<file path="config.mk">
export PLATFORM = sky130hd
export DESIGN_NAME = alu_debug_console
export DESIGN_NICKNAME = d
export VERILOG_FILES = /design/src/rtl/alu_debug_console.sv
export SDC_FILE = /design/constraint.sdc
export NUM_CORES = 1
export LEC_CHECK = 0
export BUFFER_PORTS_ARGS = -buffer_cell sky130_fd_sc_hd__buf_2
export CAP_MARGIN = 20
export CORE_MARGIN = 4
export CORE_UTILIZATION = 54
export CTS_BUF_LIST = sky130_fd_sc_hd__clkbuf_2 sky130_fd_sc_hd__clkbuf_4 sky130_fd_sc_hd__clkbuf_8
export DETAILED_ROUTE_END_ITERATION = 10
export GPL_TIMING_DRIVEN = 0
export PLACE_DENSITY = 0.94
export SLEW_MARGIN = 20
export SYNTH_ARGS = -nofsm -noshare
export SYNTH_HDL_FRONTEND = slang
export SYNTH_SLANG_ARGS = --single-unit
</file>
<file path="constraint.sdc">
create_clock -name CLK -period 4.3 [get_ports CLK]
set_input_delay 0.86 -clock CLK [delete_from_list [all_inputs] [get_ports CLK]]
set_output_delay 0.86 -clock CLK [all_outputs]
set_load 0.02 [all_outputs]
</file>
<file path="src/rtl/alu_debug_console.sv">
// Pushbutton/switch console that loads ALU operands and opcode, captures the result and shows it on hex digits.
// Optional macro ALU_DEBUG_SEXT_EN: sign-extend switch operands instead of zero-extending them.
module alu_debug_console #(
    parameter int WORD_W       = 32,
    parameter int SW_W         = 17,
    parameter int NDIGITS      = 5,
    parameter int DEBOUNCE_CYC = 16
) (
    input  logic                   CLK,
    input  logic                   RST,
    input  logic [3:0]             key,
    input  logic [SW_W-1:0]        sw,
    output logic [WORD_W-1:0]      alu_a,
    output logic [WORD_W-1:0]      alu_b,
    output logic [3:0]             aluop,
    input  logic [WORD_W-1:0]      alu_out,
    input  logic [2:0]             alu_flags,
    output logic [7*NDIGITS-1:0]   hex,
    output logic [2:0]             ledr,
    output logic [3:0]             ledg
);

    // state   | meaning
    // LOAD_A  | live sw shown, enter captures operand A
    // LOAD_B  | live sw shown, enter captures operand B
    // LOAD_OP | sw[3:0] shown, enter captures opcode
    // EXEC    | one cycle, result/flags latched on exit
    // SHOW    | selected register shown, flags on ledr
    localparam logic [2:0] S_LOAD_A  = 3'd0;
    localparam logic [2:0] S_LOAD_B  = 3'd1;
    localparam logic [2:0] S_LOAD_OP = 3'd2;
    localparam logic [2:0] S_EXEC    = 3'd3;
    localparam logic [2:0] S_SHOW    = 3'd4;

    localparam logic [1:0] SEL_RESULT = 2'd0;
    localparam logic [1:0] SEL_A      = 2'd1;
    localparam logic [1:0] SEL_B      = 2'd2;

    localparam int DISP_W = 4 * NDIGITS;
    localparam int CNT_W  = (DEBOUNCE_CYC > 1) ? $clog2(DEBOUNCE_CYC) : 1;
    localparam logic [CNT_W-1:0] CNT_LOAD = CNT_W'(DEBOUNCE_CYC - 1);

    logic [2:0]        state;
    logic [WORD_W-1:0] a_reg, b_reg, res_reg;
    logic [3:0]        op_reg;
    logic [2:0]        flags_reg;
    logic [1:0]        sel;
    logic [WORD_W-1:0] sw_ext;
    logic [3:0]        key_raw, key_down, press;
    logic [CNT_W-1:0]  db_cnt [4];
    logic              do_clear, do_enter, do_back, do_view;
    logic [DISP_W-1:0] disp_val;

`ifdef ALU_DEBUG_SEXT_EN
    assign sw_ext = WORD_W'($signed(sw));
`else
    assign sw_ext = WORD_W'(sw);
`endif

    assign key_raw = ~key;

    // Down-counter per key reloads whenever the raw level agrees with the debounced level.
    always_ff @(posedge CLK) begin
        if (RST) begin
            key_down <= 4'b0000;
            press    <= 4'b0000;
            for (int i = 0; i < 4; i++) db_cnt[i] <= CNT_LOAD;
        end else begin
            for (int i = 0; i < 4; i++) begin
                press[i] <= 1'b0;
                if (key_raw[i] != key_down[i]) begin
                    if (db_cnt[i] == '0) begin
                        key_down[i] <= key_raw[i];
                        db_cnt[i]   <= CNT_LOAD;
                        press[i]    <= key_raw[i];
                    end else begin
                        db_cnt[i] <= db_cnt[i] - 1'b1;
                    end
                end else begin
                    db_cnt[i] <= CNT_LOAD;
                end
            end
        end
    end

    assign do_clear = press[3];
    assign do_enter = press[0] & ~press[3];
    assign do_back  = press[1] & ~press[3] & ~press[0];
    assign do_view  = press[2] & ~press[3] & ~press[0] & ~press[1];

    always_ff @(posedge CLK) begin
        if (RST || do_clear) begin
            state     <= S_LOAD_A;
            a_reg     <= '0;
            b_reg     <= '0;
            res_reg   <= '0;
            op_reg    <= 4'h0;
            flags_reg <= 3'b000;
            sel       <= SEL_RESULT;
        end else begin
            case (state)
                S_LOAD_A: if (do_enter) begin
                    a_reg <= sw_ext;
                    state <= S_LOAD_B;
                end
                S_LOAD_B: if (do_enter) begin
                    b_reg <= sw_ext;
                    state <= S_LOAD_OP;
                end else if (do_back) begin
                    state <= S_LOAD_A;
                end
                S_LOAD_OP: if (do_enter) begin
                    op_reg <= sw[3:0];
                    state  <= S_EXEC;
                end else if (do_back) begin
                    state <= S_LOAD_B;
                end
                S_EXEC: begin
                    res_reg   <= alu_out;
                    flags_reg <= alu_flags;
                    state     <= S_SHOW;
                end
                S_SHOW: if (do_enter) begin
                    state <= S_LOAD_A;
                end else if (do_back) begin
                    state <= S_LOAD_OP;
                end else if (do_view) begin
                    case (sel)
                        SEL_RESULT: sel <= SEL_A;
                        SEL_A:      sel <= SEL_B;
                        default:    sel <= SEL_RESULT;
                    endcase
                end
                default: state <= S_LOAD_A;
            endcase
        end
    end

    assign alu_a = a_reg;
    assign alu_b = b_reg;
    assign aluop = op_reg;

    always_comb begin
        disp_val = '0;
        case (state)
            S_LOAD_A, S_LOAD_B: disp_val = DISP_W'(sw_ext);
            S_LOAD_OP:          disp_val = DISP_W'(sw[3:0]);
            S_EXEC:             disp_val = DISP_W'(res_reg);
            S_SHOW: begin
                case (sel)
                    SEL_A:   disp_val = DISP_W'(a_reg);
                    SEL_B:   disp_val = DISP_W'(b_reg);
                    default: disp_val = DISP_W'(res_reg);
                endcase
            end
            default:            disp_val = '0;
        endcase
    end

    function automatic logic [6:0] seg7(input logic [3:0] nib);
        case (nib)
            4'h0: seg7 = 7'h40;  4'h1: seg7 = 7'h79;  4'h2: seg7 = 7'h24;  4'h3: seg7 = 7'h30;
            4'h4: seg7 = 7'h19;  4'h5: seg7 = 7'h12;  4'h6: seg7 = 7'h02;  4'h7: seg7 = 7'h78;
            4'h8: seg7 = 7'h00;  4'h9: seg7 = 7'h10;  4'hA: seg7 = 7'h08;  4'hB: seg7 = 7'h03;
            4'hC: seg7 = 7'h27;  4'hD: seg7 = 7'h21;  4'hE: seg7 = 7'h06;  default: seg7 = 7'h0E;
        endcase
    endfunction

    for (genvar g = 0; g < NDIGITS; g++) begin : g_digit
        assign hex[7*g +: 7] = seg7(disp_val[4*g +: 4]);
    end

    assign ledr = (state == S_SHOW) ? flags_reg : 3'b000;

    always_comb begin
        ledg = 4'b0001;
        case (state)
            S_LOAD_B:       ledg = 4'b0010;
            S_LOAD_OP:      ledg = 4'b0100;
            S_EXEC, S_SHOW: ledg = 4'b1000;
            default:        ledg = 4'b0001;
        endcase
    end

endmodule

</file>
==> metrics.yaml, run 1 <==
synth:
  synth_warnings: 0
  synthMostInstantiatedCell: "nand2_1"
  synth.largest_area_cell: "dfxtp_1"
  synthFlopType: "dfxtp_1"
  synthArstFlopShare_pct: 0
  synth-seq-cells: 90
  avgSynthCellArea_sq_um: 8.49
  synth_cell_types: 52
  synth_edf_count: 16
  synth_common_cells: "nand2_1 (146), dfxtp_1 (74), a21oi_1 (69), ha_1 (38)"
  synth.top_cell.area_share_pct: 27.2
  synthCells: 642
  synth.area.top_cells: "dfxtp_1 (27%), nand2_1 (10%), edfxtp_1 (8.8%)"
  ys_seq_area_share_pct: 36.0
  synth_area_sq_um: 5450
clocking:
  cts_sinks: 90
  clock_path_buffers: 2
  numCtsBuffers: 9
  cts_hold_buf: 0
  cts.htree.levels: 3
  clk_pin_slew_ps: 90
  root_buffer: "clkbuf_8"
  tritoncts: "yes"
  worstSkewPairLatency_ps: 360
worst_setup_path:
  max_stage_delay_ps: 410
  path_cells: "inv_1 > ha_1 > o21ai_4 > buf_2 > a222oi_1 > buf_4 > inv_1 > ha_1 > mux2_2 > o32ai_1 > buf_2"
  crit_fanout: 10
  cp_slowest_cell: "ha_1"
  endpoint_kind: "primary output"
  worstPathRequired_ps: 3440
  crit_path_start_kind: "flop"
  r2r_start: "state[0]"
  crit_path_start: "sel[1]"
  critPathKind: "flop to primary output"
  arrival_ps: 3280
sta:
  period_share_pct: 96.2
  period_minus_slack_ps: 4140
  rsz0062_at_grt: "false"
  finClkSkew_ps: 10.3
  drv_slew: 0
  hold_viol: 0
  fmax_mhz: 242
  worstMarginPinSlew_ps: 756
  relSlewSlack_pct: 49.2
  setup_viol_count_final: 0
  timing.final.ws_setup_ps: 164
die:
  die-height_um: 108
  die_area_sq_um: 11800
  die_w_um: 108
  start_util_pct: 55.5
  num_rows: 36
  io_pins: 168
  core-area_sq_um: 9820
routing:
  wl_met2_mm: 7.02
  top_layer_used: "met4"
  wl_met3_mm: 1.47
  vias: 5302
  wl_mm: 15.3
  drt_iter0_drc: 489
  detail-route-antenna-nets: 0
  vias_per_cell: 5.45
  m1WireLength_mm: 6.02
  firstDrtPassIters: 6
  routedWlPerCell_um: 15.7
  drc: 0
global_route:
  global_route.usage.total_pct: 25.6
  grt_pass1_vias: 4977
  grt_max_degree: 16
  grt-ovfl-total: 0
  antenna_found_initial: 1
  grt_pass1_wl_mm: 23.9
finish:
  layout-drive-gt1-share_pct: 25.9
  syn_to_final_growth_pct: 23.1
  fin_util_pct: 68.3
  finalNonFillerCells: 973
  fin_nets: 930
  largest_reg_flops: 20
placed_design:
  gp_congestion: 0.959
  portBuffers: 125
  dpl.hpwl_mm: 11.6
  dp_cells: 944
  place_ws_ps: -101
min_path:
  hp-start: "flags_reg[1]"
  hold_path.class: "flop to flop"
pwr:
  p_per_area_nw_per_um2: 257
  ir_drop_mv: 0.233
  power.total_mw: 1.72
  power.leakage_nw: 3.09
flow_run:
  cap_violations: 0
run_status:
  status: "finished, final reports clean"
[worst max-delay path, delay by kind of cell (launching register included)]
kind                     cells  cell delay, ps
multiplexers                 1             260
buffers and inverters        5             830
flip-flops                   1             370
AO/OA/AOI/OAI                3             720
adder cells (fa/ha/maj)      2             720
[stage by stage]
stage	area, sq um	TNS (ps)	hold slack (ps)
after global routing	6700	0	481
after floorplan	5610	0	432
after detailed placement	6400	-197	444
after global placement	6400	-17.3	439
final	6700	0	452
after CTS	6700	0	455
[placed cells by master, fill, tap and decap left out, drive strengths merged, types with 2 or more instances in the layout]
cell type / netlist / layout
nand2b: 3 / 3
mux2i: 32 / 32
o31ai: 4 / 4
o22ai: 6 / 6
a22o: 10 / 10
or3b: 2 / 2
a221oi: 4 / 4
and2: 5 / 5
mux4: 4 / 4
edfxtp: 16 / 16
clkinvlp: 0 / 3
a221o: 8 / 8
a21o: 4 / 4
nand3: 7 / 7
nor2: 32 / 32
dfxtp: 74 / 74
mux2: 6 / 6
nor2b: 5 / 5
a211oi: 4 / 4
o21ai: 4 / 4
clkbuf: 26 / 35
conb: 2 / 46
or2: 5 / 5
nor4b: 2 / 2
a22oi: 7 / 7
inv: 23 / 24
ha: 38 / 38
nor3: 8 / 8
a21oi: 69 / 69
a222oi: 10 / 10
o32ai: 4 / 4
nor3b: 9 / 9
xnor2: 8 / 8
nand2: 147 / 147
buf: 44 / 182
[path summary, 6_finish.rpt]
path / to / slack, ps / cells past startpoint
worst min register to register: flags_reg[1] / 450 / 2
worst min-delay path: flags_reg[1] / 450 / 2
worst max-delay path: hex[22] / 160 / 11
worst max register to register: alu_b[9] / 2000 / 6
[kinds of logic (layout without fill, tap and decap cells)]
logic type / count (synthesis) / count (layout) / synth area share, %
AO/OA/AOI/OAI: 136 / 136 / 17.1
other: 2 / 47 / 0.138
multiplexers: 42 / 42 / 8.77
XOR/XNOR: 9 / 9 / 1.45
adder cells (fa/ha/maj): 38 / 38 / 8.73
AND/OR/NAND/NOR: 232 / 232 / 18.9
flip-flops: 90 / 90 / 36.0
buffers and inverters: 93 / 246 / 8.89
[repair_timing]
item	CTS	global route
pin swaps	6	1
gates resized for setup	0	5
setup endpoints to repair	30	3
buffers inserted	13	0
[routing by layer]
| metal | vias up | GRT usage [%] |
|---|---|---|
| met4 | 0 | 16.6 |
| met3 | 63 | 5.91 |
| li1 | 2550 | - |
| met1 | 2398 | 31.2 |
| met2 | 291 | 40.5 |
| met5 | - | 0 |
[report_power, final]
| part | total (mW) | leakage, nW | switching (mW) | internal, mW |
|---|---|---|---|---|
| logic | 0.277 | 2.28 | 0.165 | 0.112 |
| clock network | 0.583 | 0.0923 | 0.307 | 0.276 |
| registers | 0.861 | 0.716 | 0.00187 | 0.859 |
[area by class of cell]
type / count / area [sq um]
diodes: 1 / 2.50
plain buffers: 69 / 398
clock buffers: 10 / 131
clock inverters: 6 / 66.3
fillers: 803 / 3120
inverters: 23 / 86.3
multi-input cells: 503 / 3170
flip-flops and latches: 90 / 1960
well taps: 133 / 166
repair buffers: 138 / 723
Power figures use the tool's default switching activity.
==> inputs of run 2 (changes only) <==
Settings changed: CORE_UTILIZATION 54 to 40, PLACE_DENSITY 0.94 to 0.75, SKIP_CTS_REPAIR_TIMING set to 1.
==> run 2 against run 1 <==
Sequential share of layout area shrank 0.38 points. Count of clock-buffer cells in the layout grew 1. Worst hold slack gained 5.4 ps. Clock power grew 11%. Critical path depth grew 1. First-iteration DRC count shrank 16%. Die area grew 32%. Setup slack lost 24 ps. Combinational power is essentially flat. Power grew 3.8%. Cell count grew 4.6%. Largest cell class unchanged. Largest power group unchanged.
==> metrics.yaml, run 2 (same netlist as run 1, synthesis figures left out) <==
global_route:
  grt_pass1_vias: 4558  # -8.4%
  grt_pass1_wl_mm: 23.4  # -2.0%
  grt_max_degree: 15  # -1
  grt-ovfl-total: 0  # unchanged
  global_route.usage.total_pct: 18.4  # -7.2 points
  antenna_found_initial: 3  # +2
finish:
  finalNonFillerCells: 1018  # +4.6%
  fin_util_pct: 51.1  # -17 points
  syn_to_final_growth_pct: 24.6
  final_cell_mix: "nand2_1 (146), buf_2 (133), dfxtp_1 (74)"
  final_area_sq_um: 6790  # +1.3%
  largest_reg_flops: 20  # unchanged
  layout-drive-gt1-share_pct: 26.0  # +0.12 points
  layout_commonest_cell: "nand2_1"
  fin_nets: 930  # unchanged
  fillCellCount: 1292  # +61%
worst_setup_path:
  path_cells: "inv_1 > ha_2 > o21ai_4 > clkbuf_4 > a222oi_1 > buf_4 > clkbuf_2 > inv_1 > ha_1 > mux2_2 > o32ai_1 > buf_2"
  endpoint_kind: "primary output"
  critical_path.top_delay_family: "buffers and inverters"
  path_common_cell: "inv_1"
  crit_path_start: "sel[0]"
  max_stage_delay_ps: 380  # -30 ps
  cp_slowest_cell: "dfxtp_1"
  r2r_start: "state[0]"
  crit_fanout: 10  # unchanged
  crit_path_start_kind: "flop"
  cp_num_buf_inv: 6  # +1
  worstPathRequired_ps: 3440  # about the same
  critPathKind: "flop to primary output"
  arrival_ps: 3300  # +20 ps
die:
  die-height_um: 125  # +15%
  num_rows: 42  # +17%
  die_area_sq_um: 15600  # +32%
  start_util_pct: 41.0  # -15 points
  core-area_sq_um: 13300  # +35%
  io_pins: 168  # unchanged
  die_w_um: 125  # +15%
routing:
  wl_mm: 15.2  # -0.88%
  firstDrtPassIters: 6  # unchanged
  m1WireLength_mm: 6.73  # +12%
  top_layer_used: "met4"
  wl_met2_mm: 6.99  # -0.44%
  vias_per_cell: 5.00  # -8.2%
  vias: 5094  # -3.9%
  drt_iter0_drc: 409  # -16%
  detail-route-antenna-nets: 0  # unchanged
  routedWlPerCell_um: 14.9  # -5.3%
  wl_met3_mm: 1.11  # -25%
  drc: 0  # unchanged
placed_design:
  place_ws_ps: -133  # -32.2 ps
  dpl-instance-area_sq_um: 6460  # +0.84%
  gp_congestion: 0.889  # -7.3%
  dp_cells: 987  # +4.6%
  dpl.hpwl_mm: 11.8  # +1.6%
  portBuffers: 125  # unchanged
run_status:
  status: "finished, final reports clean"
pwr:
  p_per_area_nw_per_um2: 263  # +2.5%
  power.leakage_nw: 3.11  # +0.64%
  ir_drop_mv: 0.182  # -22%
  power.total_mw: 1.79  # +3.8%
sta:
  fmax_mhz: 240  # -0.58%
  period_minus_slack_ps: 4160  # +24.1 ps
  worstMarginPinSlew_ps: 815  # +59.6 ps
  setup_viol_count_final: 0  # unchanged
  finClkSkew_ps: 8.78  # -1.54 ps
  period_share_pct: 96.7  # +0.56 points
  relSlewSlack_pct: 45.2  # -4.0 points
  drv_slew: 0  # unchanged
  hold_viol: 0  # unchanged
  rsz0062_at_grt: "false"
  timing.final.ws_setup_ps: 140  # -24.1 ps
flow_run:
  cap_violations: 0  # unchanged
clocking:
  cts.htree.levels: 3  # unchanged
  clk_pin_slew_ps: 80  # about the same
  tritoncts: "yes"
  numCtsBuffers: 9  # unchanged
  worstSkewPairLatency_ps: 360  # about the same
  root_buffer: "clkbuf_8"
  cts_sinks: 90  # unchanged
  clock_path_buffers: 2  # unchanged
min_path:
  hold_path.class: "flop to flop"
  hp-start: "flags_reg[2]"
## run 2: through the flow
step	setup TNS [ps]	hold slack (ps)
3_3_place_gp	-138	438
3_5_place_dp	-193	447
6_report	0	458
5_1_grt	0	480
2_1_floorplan	0	432
4_1_cts	-7440	458
## run 2: routing by layer
metal,up-vias,GRT usage (%)
li1,2546,-
met1,2350,24.7
met2,176,28.7
met3,22,4.50
met4,0,6.83
met5,-,0
## run 2: worst paths after layout
path | end | cells past startpoint | slack (ps)
hold / removal | flags_reg[2] | 2 | 460
setup reg to reg | alu_b[9] | 6 | 1970
setup / recovery | hex[8] | 12 | 140
hold reg to reg | flags_reg[2] | 2 | 460
## run 2: tightest hold or removal path, cell delays in order (launching register included)
cell	delay [ps]
dfxtp_1	310
nand2_1	50
a21oi_1	50
## run 2: final cells by class
type                       instances  area [sq um]  share of cell area (%)
antenna                            3          7.51                   0.111
clock inverter                     5          77.6                    1.14
multi-input combinational        503          3170                    46.7
clock buffer                      11           145                    2.14
sequential                        90          1960                    28.9
inverter                          23          86.3                    1.27
tap                              176           220                    3.24
timing repair buffer             140           731                    10.8
buffer                            67           389                    5.73
## run 2: report_power, final
part | internal, mW | switching (mW) | leakage [nW]
clock network | 0.348 | 0.300 | 0.113
registers | 0.859 | 0.00184 | 0.716
logic | 0.112 | 0.165 | 2.28
==> inputs of run 3 (changes only) <==
Settings changed: GPL_TIMING_DRIVEN 0 to unset, PLACE_DENSITY 0.75 to 0.72, TNS_END_PERCENT set to 50.
==> run 3 against run 2 <==
Critical path depth down 4. Via count down 3.2%. Count of clock-buffer cells in the layout down 2. Die area unchanged. Clock power up 19%. Flip-flop and latch count unchanged. Global-route usage down 0.84 points. Setup slack better by 80 ps. Cell count down 5.9%. First-iteration DRC count down 10%. Register-to-register slack better by 300 ps. Critical path type unchanged. Largest power group unchanged.
==> metrics.yaml, run 3 (same netlist as run 1, synthesis figures left out) <==
run_status:
  status: "finished, final reports clean"
routing:
  routedWlPerCell_um: 15.3  # +2.8%
  wl_mm: 14.7  # -3.3%
  detail-route-antenna-nets: 0  # unchanged
  vias: 4929  # -3.2%
  drt_iter0_drc: 368  # -10%
  drc: 0  # unchanged
  vias_per_cell: 5.15  # +2.8%
  firstDrtPassIters: 5  # -1
clocking:
  cts_sinks: 90  # unchanged
  worstSkewPairLatency_ps: 370  # about the same
  numCtsBuffers: 9  # unchanged
  clock_path_buffers: 2  # unchanged
  clk_pin_slew_ps: 100  # +20 ps
  tritoncts: "yes"
  cts.htree.levels: 3  # unchanged
  root_buffer: "clkbuf_8"
finish:
  layout_commonest_cell: "nand2_1"
  syn_to_final_growth_pct: 19.6
  finalNonFillerCells: 958  # -5.9%
  largest_reg_flops: 20  # unchanged
  layout-drive-gt1-share_pct: 23.7  # -2.3 points
  fin_util_pct: 49.0  # -2.1 points
  final_cell_mix: "nand2_1 (146), buf_2 (125), dfxtp_1 (74)"
  fin_nets: 871  # -6.3%
worst_setup_path:
  crit_fanout: 10  # unchanged
  arrival_ps: 3220  # -80 ps
  r2r_start: "state[1]"
  rr_worst_depth: 5  # -1
  endpoint_kind: "primary output"
  crit_path_start_kind: "flop"
  critPathKind: "flop to primary output"
  reg2reg_slack_ps: 2270  # +300 ps
  worstPathRequired_ps: 3440  # about the same
  r2r-end: "sel[0]"
pwr:
  power.leakage_nw: 2.93  # -5.8%
  p_per_area_nw_per_um2: 288  # +9.6%
  comb_power_share_pct: 13.1  # -2.4 points
  p_switching_uw: 479  # +2.5%
  clockPowerShare_pct: 41.1  # +4.8 points
  ir_drop_mv: 0.208  # +14%
  seqPwrFrac_pct: 45.8  # -2.4 points
  p_int_mw: 1.40  # +6.1%
  switching_share_pct: 25.5  # -0.66 points
  power.total_mw: 1.88  # +5.2%
min_path:
  hold_path.class: "flop to flop"
  hp-start: "flags_reg[1]"
  holdPathEnd: "flags_reg[1]"
  hold_depth: 2  # unchanged
die:
  die_w_um: 125  # unchanged
  io_pins: 168  # unchanged
  num_rows: 42  # unchanged
  die-height_um: 125  # unchanged
  core-area_sq_um: 13300  # unchanged
  start_util_pct: 41.0  # unchanged
  die_area_sq_um: 15600  # unchanged
global_route:
  grt-ovfl-total: 0  # unchanged
  grt_pass1_wl_mm: 22.6  # -3.4%
  grt_pass1_vias: 4439  # -2.6%
  grt_max_degree: 48  # +33
  antenna_found_initial: 2  # -1
  global_route.usage.total_pct: 17.6  # -0.84 points
sta:
  period_share_pct: 94.9  # -1.9 points
  fin_setup_tns_ps: 0  # unchanged
  setup_viol_count_final: 0  # unchanged
  worstMarginPinSlew_ps: 948  # +133 ps
  fmax_mhz: 245  # +2.0%
  period_minus_slack_ps: 4080  # -80.3 ps
  holdWs_ps: 455  # -2.78 ps
  relSlewSlack_pct: 36.8  # -8.4 points
  hold_viol: 0  # unchanged
  finClkSkew_ps: 12.6  # +3.80 ps
  drv_slew: 0  # unchanged
placed_design:
  dp_cells: 937  # -5.1%
  gp_congestion: 0.887  # -0.12%
  portBuffers: 125  # unchanged
  dpl.hpwl_mm: 10.9  # -7.9%
flow_run:
  cap_violations: 0  # unchanged
-- run 3: changes by cell type in the layout (fill, tap and decap cells not counted), sizes merged --
cell / change
diode: -1
inv: +3
clkinv: -2
clkbuf: -29
o21ai: +1
clkinvlp: -1
bufinv: +2
buf: -33
-- run 3: layer usage --
metal | vias to the layer above | global-route usage, % | share of wire (%)
met3 | 27 | 3.34 | 6.8
met4 | 0 | 7.22 | 2.6
met5 | - | 0 | 0
met2 | 164 | 27.2 | 45
li1 | 2423 | - | -
met1 | 2315 | 24.1 | 45
-- run 3: layout make-up --
| class | count | area [sq um] |
|---|---|---|
| diodes | 2 | 5.00 |
| clock buffers | 9 | 124 |
| clock inverters | 7 | 146 |
| fillers | 1333 | 6780 |
| inverters | 23 | 86.3 |
| multi-input cells | 504 | 3180 |
| flip-flops and latches | 90 | 1960 |
| well taps | 176 | 220 |
| repair buffers | 147 | 791 |
-- run 3: per-stage QoR --
step	instance area (sq um)	worst slack [ps]
3_3_place_gp	6210	578
6_report	6520	220
2_1_floorplan	5610	484
5_1_grt	6520	-3.36
3_5_place_dp	6210	499
4_1_cts	6480	77.3
-- run 3: worst max-delay path by stage --
stage / end / slack [ps] / startpoint / cells after the start
6_report: hex[17] / 220 / sel[0] / 8
5_1_grt: hex[5] / -3 / sel[0] / 8
4_1_cts: hex[1] / 80 / sel[0] / 9
3_5_place_dp: hex[1] / 500 / sel[0] / 9
3_3_place_gp: hex[1] / 580 / sel[0] / 9
2_1_floorplan: hex[22] / 480 / sel[0] / 10
-- run 3: critical path, stage by stage (launching register included) --
cell and delay (ps):
dfxtp_1 400, inv_1 90, ha_1 420, and2_1 310, a222oi_1 480, inv_1 180, ha_1 350, mux4_2 450
buf_2 170
-- run 3: power groups by stage --
stage	clock network (mW)	logic, mW	registers (mW)
after floorplan	0	0.184	0.880
final	0.773	0.246	0.861
after global routing	0.823	0.268	0.862
after detailed placement	0	0.243	0.881
after CTS	0.785	0.244	0.861
after global placement	0	0.241	0.881
